===== src/rtl/sprite_color_stage.sv =====
// sprite_color_stage: resolves selector hits into registered DAC colour via sync sprite memory read,
// background colour and blanking, with a saturating per-frame opaque pixel counter.
module sprite_color_stage #(
  parameter int ELEMENT = 5,
  parameter int ADDR_W = 10,
  parameter int COLOR_W = 9,
  parameter logic [COLOR_W-1:0] TRANSPARENT = 9'h1C7,
  parameter logic [COLOR_W-1:0] BG_RESET = 9'h000
) (
  input  logic                      clk,
  input  logic                      reset_n,
  input  logic                      ready,
  input  logic [ELEMENT-1:0]        element,
  input  logic [ADDR_W-1:0]         address,
  input  logic                      video_on,
  input  logic                      frame_start,
  input  logic                      bg_we,
  input  logic [COLOR_W-1:0]        bg_data,
  output logic                      mem_rd,
  output logic [ELEMENT+ADDR_W-1:0] mem_addr,
  input  logic [COLOR_W-1:0]        mem_data,
  output logic [COLOR_W-1:0]        rgb,
  output logic [15:0]               sprite_count
);
  logic hit1, von1, hit2, von2, opaque;
  logic [COLOR_W-1:0] bg_color;
  // hit2 gates first so undriven memory data never reaches rgb
  assign opaque = von2 && hit2 && (mem_data != TRANSPARENT);
  always_ff @(posedge clk or negedge reset_n) begin
    if (!reset_n) begin
      mem_rd <= 1'b0;
      mem_addr <= '0;
      hit1 <= 1'b0;
      von1 <= 1'b0;
      hit2 <= 1'b0;
      von2 <= 1'b0;
      rgb <= '0;
      bg_color <= BG_RESET;
      sprite_count <= '0;
    end else begin
      mem_rd <= ready;
      if (ready) mem_addr <= {element, address};
      hit1 <= ready;
      von1 <= video_on;
      hit2 <= hit1;
      von2 <= von1;
      rgb <= !von2 ? '0 : opaque ? mem_data : bg_color;
      if (bg_we) bg_color <= bg_data;
      sprite_count <= frame_start ? 16'd0 :
                      (opaque && sprite_count != 16'hFFFF) ? sprite_count + 16'd1 : sprite_count;
    end
  end
endmodule


===== config.mk =====
export PLATFORM = sky130hd
export DESIGN_NAME = sprite_color_stage
export DESIGN_NICKNAME = d
export VERILOG_FILES = /design/src/rtl/sprite_color_stage.sv
export SDC_FILE = /design/constraint.sdc
export NUM_CORES = 1
export LEC_CHECK = 0
export CORE_ASPECT_RATIO = 0.8
export CORE_MARGIN = 2
export CORE_UTILIZATION = 46
export CTS_BUF_LIST = sky130_fd_sc_hd__clkbuf_4
export DETAILED_ROUTE_END_ITERATION = 12
export PLACE_DENSITY = 0.86
export SKIP_CTS_REPAIR_TIMING = 1
export SLEW_MARGIN = 25
export SYNTH_ARGS = -nofsm -noshare
export SYNTH_HDL_FRONTEND = slang
export SYNTH_SLANG_ARGS = --single-unit

===== constraint.sdc =====
create_clock -name clk -period 2.3 [get_ports clk]
set_input_delay 0.23 -clock clk [delete_from_list [all_inputs] [get_ports clk]]
set_output_delay 0.23 -clock clk [all_outputs]
set_load 0.03 [all_outputs]

Yosys cells after proc, flatten, opt, wreduce, memory -nomap -nowiden
Cells that the tools add are included.
Word-level totals
  output and inout port bits: 41
  register bits after elaboration: 53
Operators by class
  equality and inequality tests: 2
  $add $sub $neg: 1
  multiplexer cells: 4
  reduce and logical (&&, ||, !) cells: 4
Operator list (count)
  16-bit 2-to-1 mux: 2
  9-bit 2-to-1 mux: 2
  16-bit by 1-bit adder with 16-bit output (second input constant): 1
  16-bit != test (second input constant): 1
  9-bit != test (second input constant): 1
  1-bit logical AND: 3
  2-bit nonzero test: 1

Logic depth before layout (Yosys ltp)
Gate-level depths: netlist of the first run.
  depth in word-level cells: 5
  depth in mapped cells: 8
  gate-level depth less buffers: 6

Worst setup path before layout of the first run
OpenSTA, ideal clock, no wires.
  path type: register -> register
  from: register sprite_count[0]
  to: register sprite_count[1]
  required time: 2181 ps
  slack: 422 ps
  buffers on the path: 2
  arrival time: 1759 ps
  setup time: 119 ps
  cell stages (with the launch flop): 9
  cell sequence: dfrtp_1 > ha_1 > and3_1 > clkbuf_8 > and3_4 > buf_6 > a21oi_2 > mux2i_1 > nor2_1
On the way
  word-level cells in the longest chain between the ends: 3
  elaborated cells on any way between the ends: 6
  classes of those cells: add/sub (1); eq/ne (1); mux (2); reduce/logical (2)
Ends and longest elaborated chain
  start, declared: line 23  | output logic [15:0] sprite_count
  start signal, assigned: line 49  | sprite_count <= frame_start ? 16'd0 :
  16-bit by 1-bit adder with 16-bit output or 16-bit != test (tied branches): line 50  | (opaque && sprite_count != 16'hFFFF) ? sprite_count + 16'd1 : sprite_count;
  16-bit 2-to-1 mux or 1-bit logical AND (tied branches): line 50
  16-bit 2-to-1 mux or 2-bit nonzero test (tied branches)
Several ways; a longest one is shown, not always the timed one. The select of a mux whose other input is x is not followed.
A chain may end at the register's enable or synchronous reset.

Final worst setup path of the first run
  from: register sprite_count[0]
  to: register sprite_count[15]
Same word-level chain as after synthesis.

==> results.yml, run 1 <==
outcome:
  status: "completed"
routing:
  drt-wirelength-per-cell_um: 15.4
  detail_route.iter0.violations: 70
  drc: 0
  vias_per_cell: 5.30
  drt-total-wl_um: 5130
  vias: 1764
  drt_first_pass_iters: 4
  antenna_left: 0
power:
  p_seq_frac: 0.571
  p_switching_w: 0.000503
  pwr-share-clk: 0.216
  leakage_nw: 1.39
  combPwrFrac: 0.213
  p_int_w: 0.00129
  peakVddDrop_mv: 0.389
  switching_share: 0.280
  cellPowerDensity_nw_per_um2: 544
layout:
  mostFrequentLayoutCells: "78 x clkdlybuf4s50_1, 53 x dfrtp_1, 24 x mux2_2, 23 x nand2_1"
  antenna_cells: 0
  fin_area_sq_um: 3300
  fillerInstances: 396
  area_delta_synth_final_pct: 35.1
  instances_no_fill: 333
  final_nets: 312
  layout-drive-gt1-share: 0.196
  final_common_cell: "clkdlybuf4s50_1"
die:
  die_x_um: 85.5
  core_area_sq_um: 5060
  die_area_sq_um: 5910
  die_h_um: 69.2
  initial_utilization: 0.482
  rows: 23
  ioPinCount: 80
synthesis:
  ys_types: 43
  syn_area_sq_um: 2440
  syn_nets: 232
  synthArstFlopShare: 1.00
  synth.ff_latch_count: 53
  synth-edff-count: 0
  netlist.area_leader.share: 0.543
  yosysWarnings: 0
  ys.flop_type: "dfrtp_1"
  yosysTopAreaCell: "dfrtp_1"
  yosys-top-cells-area: "dfrtp_1 54%, mux2_2 11%, nand2_1 3.5%"
  syn_inst: 192
  syn_area_per_cell_sq_um: 12.7
  synth_seq_area_share: 0.543
clocking:
  clockRootBuffer: "clkbuf_4"
  path_clk_slew_ps: 150
  cts_buffer_depth: 2
  insertion_delay_ps: 360
  cts_max_level: 2
  cts_tree: "done"
  cts.sink_count: 53
  cts_buffers: 5
global_route:
  grt_pass1_wl_um: 8910
  gr-usage-all-layers: 0.189
  grt_max_degree: 29
  grt_antenna_before_repair: 0
  grt_pass1_vias: 1907
  overflow: 0
worst_setup_path:
  path_cells: "ha_1 > and3_1 > nand3_2 > o211ai_4 > or3_1 > a21oi_1"
  critPathTopFamily: "simple AND/OR/NAND/NOR gates"
  slowest_stage: "dfrtp_1"
  arrival_ps: 2140
  cpPeakStageDelay_ps: 470
  critPathBufInv: 0
  cp-end-kind: "flop"
  critPathKind: "reg2reg"
  crit_path_max_fanout: 7
  cp.required_ps: 2600
  start_kind: "flop"
sta:
  final.setup.tns_ps: 0
  setup_viol_count_final: 0
  max_freq_mhz: 543
  finalClockSkew_ps: 16.9
  hold_viol: 0
  maxSlewViolCount: 0
  max-slew-margin-rel: 0.555
  rsz0062_at_grt: "no"
  fin_crit_ps: 1840
  fin_crit_sh: 0.800
  tightest_slew_ps: 665
job:
  cap_violations: 0
placed_design:
  place_congestion: 0.764
  place_inst: 326
  dp_hpwl_um: 3750
  numPortBuffers: 79
  placed_area_sq_um: 3250
worst_hold_path:
  hold_class: "in2reg"
## logic make-up (layout without fill, tap and decap cells)
logic type | count (synthesis) | count (layout) | share of synthesized area
XOR/XNOR | 10 | 10 | 0.0358
adder cells (fa/ha/maj) | 1 | 1 | 0.00512
buffers and inverters | 12 | 91 | 0.0430
flip-flops | 53 | 53 | 0.543
multiplexers | 27 | 27 | 0.123
AO/OA/AOI/OAI | 17 | 17 | 0.0845
AND/OR/NAND/NOR | 72 | 72 | 0.166
## power groups by stage
stage               combinational [W]  sequential, W  clock [W]
floorplan                   0.0000988        0.00113          0
global placement             0.000376        0.00104          0
detailed placement           0.000382        0.00104          0
CTS                          0.000385        0.00103   0.000398
global route                 0.000408        0.00103   0.000432
finish                       0.000381        0.00102   0.000388
## routing by layer
metal  global-route usage  wire, um  vias up
li1                     -         -      828
met1                0.245      2230      868
met2                0.292      2320       66
met3               0.0845       551        2
met4               0.0423        23        0
met5                    0         0        -
## registers in the layout, summed over array words and instances (netlist names)
| signal | count |
|---|---|
| hit1 | 1 |
| bg_color | 9 |
| mem_addr | 15 |
| rgb | 9 |
| sprite_count | 16 |
| von1 | 1 |
| hit2 | 1 |
| von2 | 1 |
## cells in the mapped netlist (2+ instances only)
master and count:
o21ai_0 4, or4_1 2, clkbuf_8 2, nand4_1 3
nor2_1 13, nand2_1 23, nand3_1 13, mux2i_1 3
dfrtp_1 53, clkbuf_1 2, a211oi_2 4, xor2_1 3
buf_6 4, mux2_2 24, o211ai_1 2, and3_1 3
xnor2_1 7, nor2b_1 2
## through the flow
stage	setup WS, ps	hold slack, ps	util	total power, W
detailed placement	314	264	0.641	0.00143
floorplan	422	-65.6	-	0.00123
CTS	453	-140	0.650	0.00181
finish	460	306	0.652	0.00179
global placement	364	266	0.641	0.00142
global route	298	279	0.652	0.00187
## area by class of cell
cell class,count,area [sq um],share of cell area
clock buffer,5,37.5,0.0114
tap,62,77.6,0.0235
sequential,53,1330,0.402
timing repair buffer,84,838,0.254
clock inverter,1,5.00,0.00152
multi-input combinational,127,1010,0.307
inverter,1,3.75,0.00114
## worst reg2reg max path: cells and delay by family (launching register included)
| kind | cells | cell delay, ps |
|---|---|---|
| adders and majority gates | 1 | 240 |
| DFF | 1 | 470 |
| AOI/OAI and AO/OA | 2 | 280 |
| and+or+nand+nor | 3 | 790 |
## path summary, 6_finish.rpt
path,start,end,slack [ps],depth (start not counted)
worst max-delay path,sprite_count[0],sprite_count[15],460,6
worst min-delay path,video_on,von1,310,1
worst max register to register,sprite_count[0],sprite_count[15],460,6
worst min register to register,von1,von2,370,0
max in group asynchronous,reset_n,bg_color[4],1360,3
min in group asynchronous,reset_n,sprite_count[2],380,2
No activity file was read; power rests on OpenSTA's default activity.
==> inputs of run 2 (changes only) <==
--- a/config.mk
+++ b/config.mk
@@ -7,10 +7,10 @@
 export LEC_CHECK = 0
 export CORE_ASPECT_RATIO = 0.8
 export CORE_MARGIN = 2
-export CORE_UTILIZATION = 46
+export CORE_UTILIZATION = 43
 export CTS_BUF_LIST = sky130_fd_sc_hd__clkbuf_4
 export DETAILED_ROUTE_END_ITERATION = 12
-export PLACE_DENSITY = 0.86
+export PLACE_DENSITY = 0.85
 export SKIP_CTS_REPAIR_TIMING = 1
 export SLEW_MARGIN = 25
 export SYNTH_ARGS = -nofsm -noshare
==> constraint.sdc (replaced) <==
create_clock -name clk -period 1.65 [get_ports clk]
set_input_delay 0.165 -clock clk [delete_from_list [all_inputs] [get_ports clk]]
set_output_delay 0.165 -clock clk [all_outputs]
set_load 0.03 [all_outputs]
==> results.yml, run 2 (same netlist as run 1, synthesis figures left out) <==
outcome:
  status: "completed"
global_route:
  gr-usage-all-layers: 0.183
  overflow: 0
  grt_antenna_before_repair: 0
  grt_pass1_vias: 1939
  grt_max_degree: 54
  grt_pass1_wl_um: 8910
layout:
  fin_area_sq_um: 3610
  largest_reg_flops: 16
  mostFrequentLayoutCells: "60 x clkdlybuf4s50_1, 49 x dfrtp_1, 24 x mux2_2, 23 x nand2_1, 21 x buf_4"
  antenna_cells: 0
  final_core_util: 0.660
  reg_top3: "sprite_count x16, mem_addr x15"
  final_nets: 332
  regMostFlops: "sprite_count"
  area_delta_synth_final_pct: 47.7
  layout-drive-gt1-share: 0.290
  final_common_cell: "clkdlybuf4s50_1"
worst_hold_path:
  hold_class: "in2reg"
die:
  die_h_um: 71.4
  die_x_um: 88.3
  rows: 24
  core_area_sq_um: 5470
  die_area_sq_um: 6310
  initial_utilization: 0.447
  ioPinCount: 80
clocking:
  cts.sink_count: 53
  clockRootBuffer: "clkbuf_4"
  cts_tree: "done"
  cts_buffer_depth: 2
  cts_max_level: 2
  insertion_delay_ps: 370
  cts_buffers: 5
  path_clk_slew_ps: 140
worst_setup_path:
  cp-end-kind: "primary output"
  cp.required_ps: 1480
  critPathTopFamily: "buffers and inverters"
  path_cells: "clkdlybuf4s50_1"
  crit_path_max_fanout: 2
  critPathKind: "reg2out"
  critPathBufInv: 1
  slowest_stage: "clkdlybuf4s50_1"
  arrival_ps: 1420
  cpPeakStageDelay_ps: 680
  start_kind: "flop"
routing:
  vias: 1845
  drt_first_pass_iters: 4
  vias_per_cell: 4.97
  drt-wirelength-per-cell_um: 14.7
  drt-total-wl_um: 5460
  detail_route.iter0.violations: 88
  drc: 0
  antenna_left: 0
placed_design:
  place_congestion: 0.845
  placed_area_sq_um: 3440
  numPortBuffers: 79
  post-place-ws_ps: -121
  dp_hpwl_um: 3930
sta:
  maxSlewViolCount: 0
  max-slew-margin-rel: 0.645
  final.setup.tns_ps: 0
  max_freq_mhz: 630
  rsz0062_at_grt: "yes"
  setup_viol_count_final: 0
  tightest_slew_ps: 532
  fin_crit_sh: 0.962
  finalClockSkew_ps: 18.2
  fin_crit_ps: 1590
  setup_ws_ps: 62.6
  hold_viol: 0
power:
  peakVddDrop_mv: 0.567
  cellPowerDensity_nw_per_um2: 716
  leakage_nw: 1.82
job:
  cap_violations: 0
## run 2: layout make-up
class | count | area [sq um]
inverter | 1 | 3.75
timing repair buffer | 104 | 1060
fill | 431 | 1860
sequential | 53 | 1330
tap | 78 | 97.6
multi-input combinational | 127 | 1060
clock buffer | 7 | 52.6
clock inverter | 1 | 7.51
## run 2: final timing paths
| kind | from | to | slack, ps | depth (start not counted) |
|---|---|---|---|---|
| setup reg to reg | sprite_count[12] | sprite_count[8] | 60 | 5 |
| hold / removal | video_on | von1 | 230 | 1 |
| min in group asynchronous | reset_n | rgb[6] | 300 | 3 |
| setup / recovery | mem_addr[12] | mem_addr[12] | 60 | 1 |
| max in group asynchronous | reset_n | sprite_count[1] | 1090 | 3 |
| hold reg to reg | von1 | von2 | 370 | 0 |
## run 2: power breakdown
group | internal [W] | leakage (nW) | total, W | switching [W]
clock | 0.000202 | 0.0324 | 0.000595 | 0.000393
sequential | 0.00138 | 0.658 | 0.00143 | 0.0000451
combinational | 0.000288 | 1.13 | 0.000557 | 0.000269
## run 2: through the flow
step                power (W)  hold WS (ps)  std cells
global route          0.00270           193        371
floorplan             0.00171          -131        192
finish                0.00258           234        371
detailed placement    0.00202           179        358
CTS                   0.00261          -236        366
global placement      0.00200           179        358
## run 2: per-layer routing
layer	share of wire	routed length, um	global-route usage
met3	0.059	322	0.0530
met1	0.44	2390	0.234
met5	0	0	0
met2	0.49	2670	0.302
met4	0.015	83	0.0589
==> inputs of run 3 (changes only) <==
--- a/config.mk
+++ b/config.mk
@@ -6,12 +6,11 @@
 export NUM_CORES = 1
 export LEC_CHECK = 0
 export CORE_ASPECT_RATIO = 0.8
-export CORE_MARGIN = 2
+export CORE_MARGIN = 1
 export CORE_UTILIZATION = 43
 export CTS_BUF_LIST = sky130_fd_sc_hd__clkbuf_4
 export DETAILED_ROUTE_END_ITERATION = 12
 export PLACE_DENSITY = 0.85
-export SKIP_CTS_REPAIR_TIMING = 1
 export SLEW_MARGIN = 25
 export SYNTH_ARGS = -nofsm -noshare
 export SYNTH_HDL_FRONTEND = slang
==> constraint.sdc (replaced) <==
create_clock -name clk -period 1.4 [get_ports clk]
set_input_delay 0.14 -clock clk [delete_from_list [all_inputs] [get_ports clk]]
set_output_delay 0.14 -clock clk [all_outputs]
set_load 0.03 [all_outputs]
==> results.yml, run 3 (same netlist as run 1, synthesis figures left out) <==
outcome:
  status: "finished with violations"
  violations: "negative setup slack"
routing:
  vias: 1973
  vias_per_cell: 4.93
  drt_first_pass_iters: 4
  antenna_left: 0
  drt-wirelength-per-cell_um: 13.9
  drt-total-wl_um: 5570
  detail_route.iter0.violations: 84
  drc: 0
power:
  cellPowerDensity_nw_per_um2: 842
  leakage_nw: 1.75
  power_w: 0.00319
  peakVddDrop_mv: 0.546
layout:
  area_delta_synth_final_pct: 54.9
  antenna_cells: 0
  final_core_util: 0.693
  regMostFlops: "sprite_count"
  final_nets: 361
  final_common_cell: "dfrtp_1"
  fillerInstances: 419
  mostFrequentLayoutCells: "49 x dfrtp_1, 45 x buf_4, 37 x clkdlybuf4s50_1, 25 x dlygate4sd2_1, 24 x mux2_2"
  largest_reg_flops: 16
  layout-drive-gt1-share: 0.410
  reg_top3: "sprite_count x16, mem_addr x15"
die:
  die_area_sq_um: 5990
  core_area_sq_um: 5470
  rows: 24
  die_h_um: 69.4
  ioPinCount: 80
  die_x_um: 86.3
  initial_utilization: 0.447
worst_setup_path:
  cp-end-kind: "flop"
  slowest_stage: "dfrtp_2"
  cpPeakStageDelay_ps: 460
  path_cells: "ha_4 > and3_4 > nand3_4 > o211ai_4 > or4_1 > nand2_1"
  arrival_ps: 1920
  cp.required_ps: 1720
  critPathKind: "reg2reg"
  start_kind: "flop"
  crit_path_max_fanout: 6
  critPathBufInv: 0
  critPathTopFamily: "simple AND/OR/NAND/NOR gates"
  cp.depth: 6
  r2r_cells: 6
  r2r_slack_ps: -200
clocking:
  cts_max_level: 2
  cts_buffer_depth: 2
  insertion_delay_ps: 380
  path_clk_slew_ps: 160
  cts_tree: "done"
  cts.sink_count: 53
  clockRootBuffer: "clkbuf_4"
  cts_buffers: 5
global_route:
  gr-usage-all-layers: 0.198
  overflow: 0
  grt_max_degree: 40
  grt_antenna_before_repair: 0
  grt_pass1_vias: 2028
  grt_pass1_wl_um: 9160
placed_design:
  dp_hpwl_um: 4240
  numPortBuffers: 79
  place_congestion: 0.876
  post-place-ws_ps: -379
sta:
  tightest_slew_ps: 394
  finalClockSkew_ps: 14.5
  hold_viol: 0
  maxSlewViolCount: 0
  rsz0062_at_grt: "yes"
  max-slew-margin-rel: 0.737
  setup_viol_count_final: 17
  fin_crit_ps: 1600
  fin_crit_sh: 1.15
  max_freq_mhz: 623
  setup_ws_ps: -205
job:
  cap_violations: 0
worst_hold_path:
  hold_class: "in2async"
## run 3: layout make-up
class / instances / area, sq um / area share
Tap cell: 78 / 97.6 / 0.0258
Timing Repair Buffer: 133 / 1190 / 0.315
Clock inverter: 3 / 43.8 / 0.0116
Multi-Input combinational cell: 127 / 1080 / 0.285
Clock buffer: 5 / 37.5 / 0.00992
Sequential cell: 53 / 1330 / 0.352
Inverter: 1 / 3.75 / 0.000992
## run 3: through the flow
stage                     area, sq um  TNS (ps)  hold slack (ps)  cells
after floorplan                  2470     -4330             -156    192
after global placement           3600     -6830             75.4    378
after detailed placement         3600     -7610             71.4    378
after CTS                        3740     -2120              167    392
after global routing             3780     -3190              161    400
final                            3780     -2060              173    400
## run 3: timing repair
action | CTS | global route
endpoints found under the setup margin | 56 | 28
hold endpoints to repair | 44 | 0
pin swaps | 14 | 17
hold buffers | 1 | 0
cloned | 0 | 0
resized for setup | 70 | 33
buffers inserted | 5 | 8
## run 3: routing by layer
| metal | share of wire | routed length, um | vias to the layer above | track usage |
|---|---|---|---|---|
| li1 | - | - | 934 | - |
| met1 | 0.43 | 2370 | 965 | 0.252 |
| met2 | 0.51 | 2840 | 66 | 0.328 |
| met3 | 0.052 | 291 | 8 | 0.0488 |
| met4 | 0.013 | 71 | 0 | 0.0667 |
| met5 | 0 | 0 | - | 0 |
## run 3: where the power goes
group / switching, W / internal (W)
registers: 0.0000490 / 0.00163
logic: 0.000324 / 0.000308
clock network: 0.000493 / 0.000380
## run 3: final timing paths
kind,startpoint,endpoint
setup reg to reg,sprite_count[0],sprite_count[9]
min in group clk,video_on,von1
max in group asynchronous,reset_n,sprite_count[13]
hold reg to reg,von1,von2
setup / recovery,sprite_count[0],sprite_count[9]
hold / removal,reset_n,mem_addr[14]
